<file path="src/rtl/mux_switch_ctrl.sv">
// mux_switch_ctrl: applies stream-mux sel/enable changes at packet boundaries (drain, quiesce, switch, settle).
// Optional drain timeout is enabled by defining MUX_SWITCH_TIMEOUT_EN.
module mux_switch_ctrl #(
    parameter int                   SEL_WIDTH      = 3,
    parameter logic [SEL_WIDTH-1:0] DEFAULT_SEL    = '0,
    parameter int                   SETTLE_CYCLES  = 4,
    parameter int                   TIMEOUT_CYCLES = 1024
) (
    input  logic                 clk,
    input  logic                 rst_n,
    input  logic                 req_valid,
    output logic                 req_ready,
    input  logic [SEL_WIDTH-1:0] req_sel,
    input  logic                 req_enable,
    input  logic                 mon_tvalid,
    input  logic                 mon_tready,
    input  logic                 mon_tlast,
    output logic                 enable,
    output logic                 drop,
    output logic [SEL_WIDTH-1:0] sel,
    output logic [4:0]           gpio,
    output logic                 busy,
    output logic                 done,
    output logic                 timeout
);
    localparam int MAX_CYC = SETTLE_CYCLES > TIMEOUT_CYCLES ? SETTLE_CYCLES : TIMEOUT_CYCLES;
    localparam int CW = $clog2(MAX_CYC) + 1;
    localparam logic [CW-1:0] SET_LD = CW'(SETTLE_CYCLES - 1);
`ifdef MUX_SWITCH_TIMEOUT_EN
    localparam logic [CW-1:0] DRAIN_LD = CW'(TIMEOUT_CYCLES - 1);
`else
    localparam logic [CW-1:0] DRAIN_LD = '0;
`endif
    typedef enum logic [2:0] {IDLE, DRAIN, QUIESCE, SWITCH, SETTLE} state_t;
    state_t state, state_nxt;
    logic [CW-1:0] cnt, cnt_ld;
    logic [SEL_WIDTH-1:0] lat_sel;
    logic lat_en, in_frame, accept, same, beat, drain_exit, expired;
    assign gpio = {sel, drop, enable};
    assign accept = req_valid & req_ready;
    assign same = req_sel == sel && req_enable == enable;
    assign beat = mon_tvalid & mon_tready;
    // boundary: no open frame and no new mid-frame beat, or the frame closes this cycle
    assign drain_exit = (!in_frame && !(beat && !mon_tlast)) || (beat && mon_tlast);
`ifdef MUX_SWITCH_TIMEOUT_EN
    assign expired = state == DRAIN && cnt == '0 && !drain_exit;
`else
    assign expired = 1'b0;
`endif
    always_comb begin
        state_nxt = state;
        case (state)
            IDLE:    if (accept && !same) state_nxt = enable ? DRAIN : QUIESCE;
            DRAIN:   if (drain_exit || expired) state_nxt = QUIESCE;
            QUIESCE: if (cnt == '0) state_nxt = SWITCH;
            SWITCH:  state_nxt = SETTLE;
            SETTLE:  if (cnt == '0) state_nxt = IDLE;
            default: state_nxt = IDLE;
        endcase
        cnt_ld = state_nxt == DRAIN ? DRAIN_LD :
                 (state_nxt == QUIESCE || state_nxt == SETTLE) ? SET_LD : '0;
    end
    always_ff @(posedge clk or negedge rst_n) begin
        if (!rst_n) begin
            state <= IDLE;
            cnt   <= '0;
        end else begin
            state <= state_nxt;
            cnt   <= state_nxt != state ? cnt_ld : (cnt != '0 ? cnt - 1'b1 : cnt);
        end
    end
    always_ff @(posedge clk or negedge rst_n) begin
        if (!rst_n) begin
            enable    <= 1'b0;
            drop      <= 1'b0;
            sel       <= DEFAULT_SEL;
            in_frame  <= 1'b0;
            busy      <= 1'b0;
            done      <= 1'b0;
            timeout   <= 1'b0;
            req_ready <= 1'b1;
            lat_sel   <= DEFAULT_SEL;
            lat_en    <= 1'b0;
        end else begin
            busy      <= state_nxt != IDLE;
            req_ready <= state_nxt == IDLE;
            done      <= (state == IDLE && accept && same) || (state == SETTLE && state_nxt == IDLE);
            timeout   <= expired;
            if (expired) in_frame <= 1'b0;
            else if (beat) in_frame <= !mon_tlast;
            if (accept) begin
                lat_sel <= req_sel;
                lat_en  <= req_enable;
            end
            if (state_nxt == QUIESCE && state != QUIESCE) begin
                enable <= 1'b0;
                drop   <= 1'b1;
            end
            if (state == SWITCH) sel <= lat_sel;
            if (state == SETTLE && state_nxt == IDLE) begin
                drop   <= 1'b0;
                enable <= lat_en;
            end
        end
    end
endmodule

</file>
<file path="config.mk">
export PLATFORM = sky130hd
export DESIGN_NAME = mux_switch_ctrl
export DESIGN_NICKNAME = d
export VERILOG_FILES = /design/src/rtl/mux_switch_ctrl.sv
export SDC_FILE = /design/constraint.sdc
export NUM_CORES = 1
export LEC_CHECK = 0
export CAP_MARGIN = 10
export CORE_MARGIN = 5
export CORE_UTILIZATION = 55
export CTS_CLUSTER_DIAMETER = 60
export DETAILED_ROUTE_END_ITERATION = 16
export PLACE_DENSITY_LB_ADDON = 0.05
export SLEW_MARGIN = 20
export SYNTH_ARGS = -nofsm -noshare
export SYNTH_HDL_FRONTEND = slang
export SYNTH_SLANG_ARGS = --single-unit
</file>
<file path="constraint.sdc">
create_clock -name clk -period 2.73 [get_ports clk]
set_input_delay 0.4095 -clock clk [delete_from_list [all_inputs] [get_ports clk]]
set_output_delay 0.4095 -clock clk [all_outputs]
set_load 0.005 [all_outputs]
</file>
Word-level counts from Yosys, hierarchy flattened. Index checks and enable logic that the tools add are counted.

Register bits after elaboration: 27. Input bits: 10. Output and inout port bits: 14. Word-level logic and storage cells: 62.

$add $sub $neg: 1. Equality and inequality tests: 11. Multiplexer cells: 14. Bitwise gates (word level): 2. Reductions and logical operators: 23.

Operator list (count): $mux 11 (2); $pmux 3 s5 (1); $mux 3 (4); $logic_not 11->1 (1); $reduce_bool 11->1 (1); $sub 11x1->11 const B (1); $eq 3x2->1 const B (3); $logic_and 1x1->1 (9); $eq 3x1->1 const B (2); $eq 3x3->1 const B (2); $logic_not 3->1 (2); $mux 2 (3); $logic_not 1->1 (4); $mux 1 (4); $reduce_bool 2->1 (2); $eq 3x3->1 (1); $logic_or 1x1->1 (3); $ne 3x2->1 const B (1); $ne 3x3->1 (1); $reduce_bool 3->1 (1); $and 1x1->1 (2); $eq 1x1->1 (1).

Logic depth before layout (Yosys ltp). Gate-level depths: netlist of run 1.

Depth after elaboration: 12. Depth in mapped cells: 7. Mapped depth without buffers: 6.

Least setup slack after synthesis of run 1. OpenSTA, ideal clock, no wires.

Path kind: register to register. From: register req_ready. To: register cnt[1]. Setup time: 124 ps. Data arrival time: 1774 ps. Required time: 2606 ps. Slack: 833 ps. Cell stages (with the launch flop): 7. Clock period less this slack: 1897 ps. Cell sequence: dfstp_2 -> nand2_1 -> nor4b_1 -> a21oi_2 -> a311oi_2 -> buf_6 -> o31ai_2.

Word-level cells in the longest chain between the ends: 9.

Ends and longest elaborated chain: start, declared (RTL line 12) `output logic req_ready,`; start signal, assigned (RTL line 81) `req_ready <= 1'b1;`; start signal, assigned (RTL line 86) `req_ready <= state_nxt == IDLE;`; $and 1x1->1 * (RTL line 40) `assign accept = req_valid & req_ready;`; $logic_and 1x1->1 * (RTL line 53) `IDLE: if (accept && !same) state_nxt = enable ? DRAIN : QUIESCE;`; $mux 3 * (RTL line 53); $pmux 3 s5 * (RTL line 52) `case (state)`; $eq 3x2->1 / $eq 3x3->1 (equally long branches) (RTL line 61) `(state_nxt == QUIESCE || state_nxt == SETTLE) ? SET_LD : '0;`; $logic_or 1x1->1 (RTL line 61); $mux 2 (RTL line 61); $mux 2 (RTL line 60) `cnt_ld = state_nxt == DRAIN ? DRAIN_LD :`; $mux 11 (RTL line 69) `cnt <= state_nxt != state ? cnt_ld : (cnt != '0 ? cnt - 1'b1 : cnt);`; end signal, assigned (RTL line 69); end, declared (RTL line 36) `logic [CW-1:0] cnt, cnt_ld;`.

Every way passes the cells marked *; elsewhere a longest branch is shown, timed or not. A chain may end at the register's enable or synchronous reset.

Final worst setup path of run 1.
From: register cnt[3]. To: register cnt[0].

Word-level cells in the longest chain between the ends: 8.

Ends and longest elaborated chain (RTL line): $logic_not 11->1 (55, 57); $mux 3, on equally long branches (57, 55); $pmux 3 s5 (52); $eq 3x2->1 / $eq 3x3->1 (equally long branches) (61); $logic_or 1x1->1 (61); $mux 2 (61); $mux 2 (60); $mux 11 (69).

Several ways; a longest one is shown, not always the timed one.

==> results of run 1 <==
## worst paths after layout
path / depth (start not counted) / slack (ns) / end
min in group clk: 1 / 0.53 / sel[0]
worst max register to register: 5 / 0.62 / cnt[0]
worst max-delay path: 5 / 0.62 / cnt[0]
worst min register to register: 1 / 0.53 / sel[0]
worst min-delay path: 2 / 0.45 / cnt[2]
max in group asynchronous: 2 / 1.98 / req_ready
## synth_stat cells, types with 2 or more instances
library cell  number  area, µm²
dfrtp_1           26        651
a21oi_1            2       10.0
xor2_1             4       35.0
mux2_2             7       78.8
buf_2              2       10.0
nand2_1            8       30.0
or3_1              3       18.8
and3_1             2       12.5
xnor2_1            8       70.1
nor4_1             3       18.8
nor2_1             7       26.3
buf_4              6       45.0
o21ai_0            3       15.0
nand3_1            2       10.0
nand4_1            2       12.5
inv_1              5       18.8
nor3_1            13       65.1
## per-stage QoR
| step | std cells | hold slack (ns) | area (µm²) | total power, mW | util |
|---|---|---|---|---|---|
| 6_report | 179 | 0.448 | 1640 | 1.85 | 0.669 |
| 5_1_grt | 179 | 0.458 | 1640 | 2.02 | 0.669 |
| 4_1_cts | 179 | 0.449 | 1640 | 1.87 | 0.669 |
| 3_5_place_dp | 175 | 0.501 | 1620 | 1.70 | 0.659 |
| 3_3_place_gp | 175 | 0.479 | 1620 | 1.67 | 0.659 |
| 2_1_floorplan | 129 | 0.114 | 1400 | 1.42 | - |
## kinds of logic after synthesis
kind of cell,Yosys count,synth area share
buffers and inverters,14,0.0607
other,1,0.00267
multiplexers,8,0.0633
XOR/XNOR,12,0.0749
AND/OR/NAND/NOR,53,0.230
AO/OA/AOI/OAI,13,0.0767
flip-flops,27,0.483
adder cells (fa/ha/maj),1,0.00892
## layout by cell type, fill, tap and decap left out, types with 2 or more instances in the layout
master           instances
a21oi_1                  2
and3_1                   2
buf_4                    3
clkbuf_4                 3
clkdlybuf4s50_1         22
dfrtp_1                 26
inv_1                    5
mux2_2                   7
nand2_1                  8
nand3_1                  2
nand4_1                  2
nor2_1                   7
nor3_1                  13
nor4_1                   3
o21ai_0                  3
or3_1                    3
xnor2_1                  8
xor2_1                   4
## layer usage
metal / track usage / vias to the layer above / share of wire
li1: - / 497 / -
met2: 0.315 / 13 / 0.53
met1: 0.225 / 506 / 0.45
met4: 0.0372 / 0 / 0.0055
met5: 0 / - / 0
met3: 0.0191 / 2 / 0.022
## state kept, by name, indices dropped and copies added, names as in the netlist
signal and count:
cnt 11, lat_sel 3, sel 3, state 3, busy 1, done 1
drop 1, enable 1, in_frame 1, lat_en 1, req_ready 1
## power breakdown
part	internal [mW]	total, mW	switching (mW)
clock	0.0570	0.165	0.108
combinational	0.504	0.952	0.448
sequential	0.569	0.732	0.163
## final cells by class
class | count | area [µm²] | area share
multi-input cells | 88 | 641 | 0.390
inverters | 5 | 18.8 | 0.0114
clock buffers | 4 | 26.3 | 0.0160
repair buffers | 25 | 243 | 0.148
flip-flops and latches | 27 | 677 | 0.412
well taps | 30 | 37.5 | 0.0228
## worst register-to-register path, delay by kind of cell (launching register included)
kind | cells | cell delay, ns
simple gates | 3 | 0.97
flops | 1 | 0.46
compound gates | 2 | 0.57
==> out/results.ini, run 1 <==
[sta]
finalHoldViolCount = 0
fin_setup_tns_ns = 0
rsz0062_at_grt = no
max_freq_mhz = 474
min_period_over_period = 0.773
drv_slew = 0
skew_ns = 0.00760
layout_setup_ws_ns = 0.620
fin_crit_ns = 2.11
setup_viol = 0

[logic_synthesis]
synth-seq-area-share = 0.483
synth_fp_nets = 140
synthFlopType = dfrtp_1
yosys_warnings = 0
syn_inst = 129
synth.ff_latch_count = 27
synth.distinct_cells = 43
async_flop_share = 1.00
synthesis.area_um2 = 1400
synth_area_per_cell_um2 = 10.9
synth_edf_count = 0

[min_path]
hold_path.class = primary input to async pin

[setup_path]
path_buf_inv = 0
cp-start-kind = flip-flop
critPathMaxStageDelay_ns = 0.46
crit_family = simple AND/OR/NAND/NOR gates
crit_type = flip-flop to flip-flop
critPathArrivalTime_ns = 2.31
slowest_stage = dfrtp_1
worstPathCellList = nor4_4 -> nand4b_2 -> nor2_1 -> o31a_1 -> o31ai_1
end_kind = flip-flop
cp.required_ns = 2.93
rr_startpoint = cnt[3]
crit_fanout = 11
crit_path_start = cnt[3]

[placed_design]
gp_congestion = 0.799
place_worst_setup_slack_ns = 0.344
dpl.hpwl_um = 2070
io_buffers = 22

[clock_network]
h-tree-depth = 1
cts_buffers = 3
cts_tree = yes
cts_hold_buf = 0
clock_latency_ns = 0.31
cts_resized = 0
cts-root-buf = clkbuf_4
clock_path_buffers = 2
post-cts-setup-buffers = 0
clkSlewWorstSetupHoldPaths_ns = 0.14
cts_sinks = 27

[global_routing]
grt_use_total = 0.174
grt_pass1_vias = 1086
antenna_found_initial = 0
grt_pass1_wl_um = 4860
grt_max_degree = 28
grt-ovfl-total = 0

[die]
io_pins = 24
initial_core_util = 0.571
design.core.area_um2 = 2450
die_height_um = 60.5
dieWidth_um = 60.5
die_area_um2 = 3660
row_count = 18

[job]
drv_cap = 0

[drt]
drc = 0
ant_nets = 0
drtIter0Drc = 38
post_drt_via_cell_ratio = 5.69
vias = 1018
drt_wl_total_um = 2710
wl_per_cell_um = 15.1
drtPass1Iterations = 4

[pwr]
p_per_area_nw_per_um2 = 1130
ir_drop_mv = 0.726
p_leak_nw = 0.688

[layout]
area_growth_pct = 17.1
nNetsFinal = 161
n_fill_cell = 205
drive_gt1_frac = 0.154
n_antenna_cell = 0

[run_status]
outcome = completed

Power figures use the tool's default switching activity.
==> inputs of run 2 (changes only) <==
- CORE_UTILIZATION: 55 -> 52
- clock period: 2.73 -> 2.12 ns (I/O delays scaled with it)
==> run 2 against run 1 <==
  * Critical path depth up 2
  * Clock skew down 0.0035 ns
  * Worst hold slack lost 0.099 ns
  * Sequential power up 29%
  * Cell count rose by 4.5%
  * Routed wire length increased by 1.1%
  * Fmax increased by 11%
  * Clock power increased by 33%
  * Power is 36% higher
  * Largest power group unchanged
==> out/results.ini, run 2 (same netlist as run 1, synthesis figures left out) <==
[setup_path]
crit_family = simple AND/OR/NAND/NOR gates
r2r_slack_ns = 0.22  ; -0.40 ns
crit_type = flip-flop to flip-flop
r2r_end = cnt[4]
critPathArrivalTime_ns = 2.15  ; -0.16 ns
crit_fanout = 6  ; -5
r2r_cells = 7  ; +2
rr_startpoint = cnt[1]
worstPathCellList = inv_1 -> ha_1 -> and4b_1 -> buf_4 -> or4_1 -> xor2_1 -> nor3_1
critPathMaxStageDelay_ns = 0.43  ; -0.03 ns
slowest_stage = dfrtp_1
cp-start-kind = flip-flop
path_buf_inv = 2  ; +2
end_kind = flip-flop
crit_path_start = cnt[1]
cp.required_ns = 2.37  ; -0.56 ns

[placed_design]
place_area_um2 = 1690  ; +4.5%
gp_congestion = 0.822  ; +2.9%
dpl.hpwl_um = 2090  ; +0.60%
numPlacedInstances = 183  ; +4.6%
io_buffers = 22  ; unchanged

[clock_network]
cts_buffers = 3  ; unchanged
cts_tree = yes
clock_path_buffers = 2  ; unchanged
cts-root-buf = clkbuf_4
clkSlewWorstSetupHoldPaths_ns = 0.14  ; about the same
clock_latency_ns = 0.32  ; about the same
h-tree-depth = 1  ; unchanged
cts_sinks = 27  ; unchanged
post-cts-setup-buffers = 0  ; unchanged
cts_resized = 0  ; unchanged
cts_hold_buf = 0  ; unchanged

[global_routing]
grt-ovfl-total = 0  ; unchanged
grt_use_total = 0.168  ; -0.00567
antenna_found_initial = 0  ; unchanged
grt_pass1_wl_um = 4730  ; -2.7%
grt_max_degree = 28  ; unchanged
grt_pass1_vias = 1050  ; -3.3%

[drt]
drtIter0Drc = 32  ; -16%
drtPass1Iterations = 4  ; unchanged
ant_nets = 0  ; unchanged
vias = 1028  ; +0.98%
drc = 0  ; unchanged
wl_per_cell_um = 14.7  ; -3.2%
drt_wl_total_um = 2740  ; +1.1%
post_drt_via_cell_ratio = 5.50  ; -3.3%

[pwr]
p_per_area_nw_per_um2 = 1460  ; +30%
pwr-share-clk = 0.087  ; -0.002
p_leak_nw = 0.732  ; +6.5%
ir_drop_mv = 0.941  ; +30%
seqPwrFrac = 0.374  ; -0.022
netSwitchingFraction = 0.380  ; -0.00830
internal-power_mw = 1.56  ; +38%
power_switching_uw = 956  ; +33%
p_comb_frac = 0.539  ; +0.024
power_mw = 2.51  ; +36%

[die]
die_height_um = 61.9  ; +2.4%
dieWidth_um = 61.9  ; +2.4%
design.core.area_um2 = 2520  ; +2.8%
initial_core_util = 0.556  ; -0.0153
io_pins = 24  ; unchanged
die_area_um2 = 3840  ; +4.8%
row_count = 18  ; unchanged

[job]
drv_cap = 0  ; unchanged

[layout]
layout_common_cells = dfrtp_1, clkdlybuf4s50_1, nor3_1
layout_commonest_cell = dfrtp_1
utilization = 0.681  ; +0.0113
nNetsFinal = 169  ; +5.0%
n_antenna_cell = 0  ; unchanged
stdcell_count = 187  ; +4.5%
final_area_um2 = 1720  ; +4.5%
largest_register_ffs = 11  ; unchanged
n_fill_cell = 212  ; +3.4%
area_growth_pct = 22.4
drive_gt1_frac = 0.204  ; +0.0495
regMostFlops = cnt

[sta]
max_freq_mhz = 525  ; +11%
fin_crit_ns = 1.90  ; -0.206 ns
setup_viol = 0  ; unchanged
fin_setup_tns_ns = 0  ; unchanged
finalHoldViolCount = 0  ; unchanged
rsz0062_at_grt = no
skew_ns = 0.00412  ; -0.00349 ns
min_period_over_period = 0.898  ; +0.125
drv_slew = 0  ; unchanged

[min_path]
hold_path.class = primary input to async pin

[run_status]
outcome = completed

run 2: cell count changes in the layout (fill, tap and decap cells not counted), sizes merged:
cell,before,now
buf,3,11
clkbuf,4,3
clkinv,0,1
run 2: area by class of cell:
| class | count | area (µm²) | area share |
|---|---|---|---|
| well taps | 30 | 37.5 | 0.0219 |
| clock buffers | 3 | 22.5 | 0.0131 |
| clock inverters | 1 | 5.00 | 0.00292 |
| flip-flops and latches | 27 | 677 | 0.394 |
| inverters | 5 | 18.8 | 0.0109 |
| multi-input cells | 88 | 641 | 0.373 |
| repair buffers | 33 | 315 | 0.184 |
run 2: worst register-to-register path, cell delays in order (launching register included):
cell and delay [ns]:
dfrtp_1 0.43, inv_1 0.06, ha_1 0.25, and4b_1 0.23
buf_4 0.17, or4_1 0.41, xor2_1 0.15, nor3_1 0.13
run 2: how the worst max path moves through the flow:
stage,to,slack [ns],cells past startpoint
floorplan,cnt[1],0.22,6
global placement,busy,0.03,6
detailed placement,busy,0.0008,6
CTS,cnt[4],0.23,7
global route,cnt[4],0.13,7
finish,cnt[4],0.22,7
run 2: routing by layer:
layer / vias to the layer above / global-route usage / wire length [µm]
met5: - / 0 / 0
met3: 2 / 0.0289 / 118
li1: 509 / - / -
met1: 497 / 0.216 / 1270
met2: 20 / 0.283 / 1330
met4: 0 / 0.0636 / 22
run 2: power by group through the flow:
stage                     Combinational [mW]  Clock [mW]  Sequential (mW)
final                                   1.35       0.219            0.941
after global placement                  1.33           0            0.940
after detailed placement                1.36           0            0.953
after floorplan                        0.916           0            0.912
after CTS                               1.36       0.231            0.943
after global routing                    1.49       0.254            0.977
run 2: stage by stage:
| step | hold WS (ns) | setup WS (ns) |
|---|---|---|
| 3_3_place_gp | 0.475 | 0.0267 |
| 5_1_grt | 0.368 | 0.133 |
| 2_1_floorplan | 0.0224 | 0.223 |
| 4_1_cts | 0.349 | 0.232 |
| 3_5_place_dp | 0.486 | 0.000770 |
| 6_report | 0.349 | 0.215 |
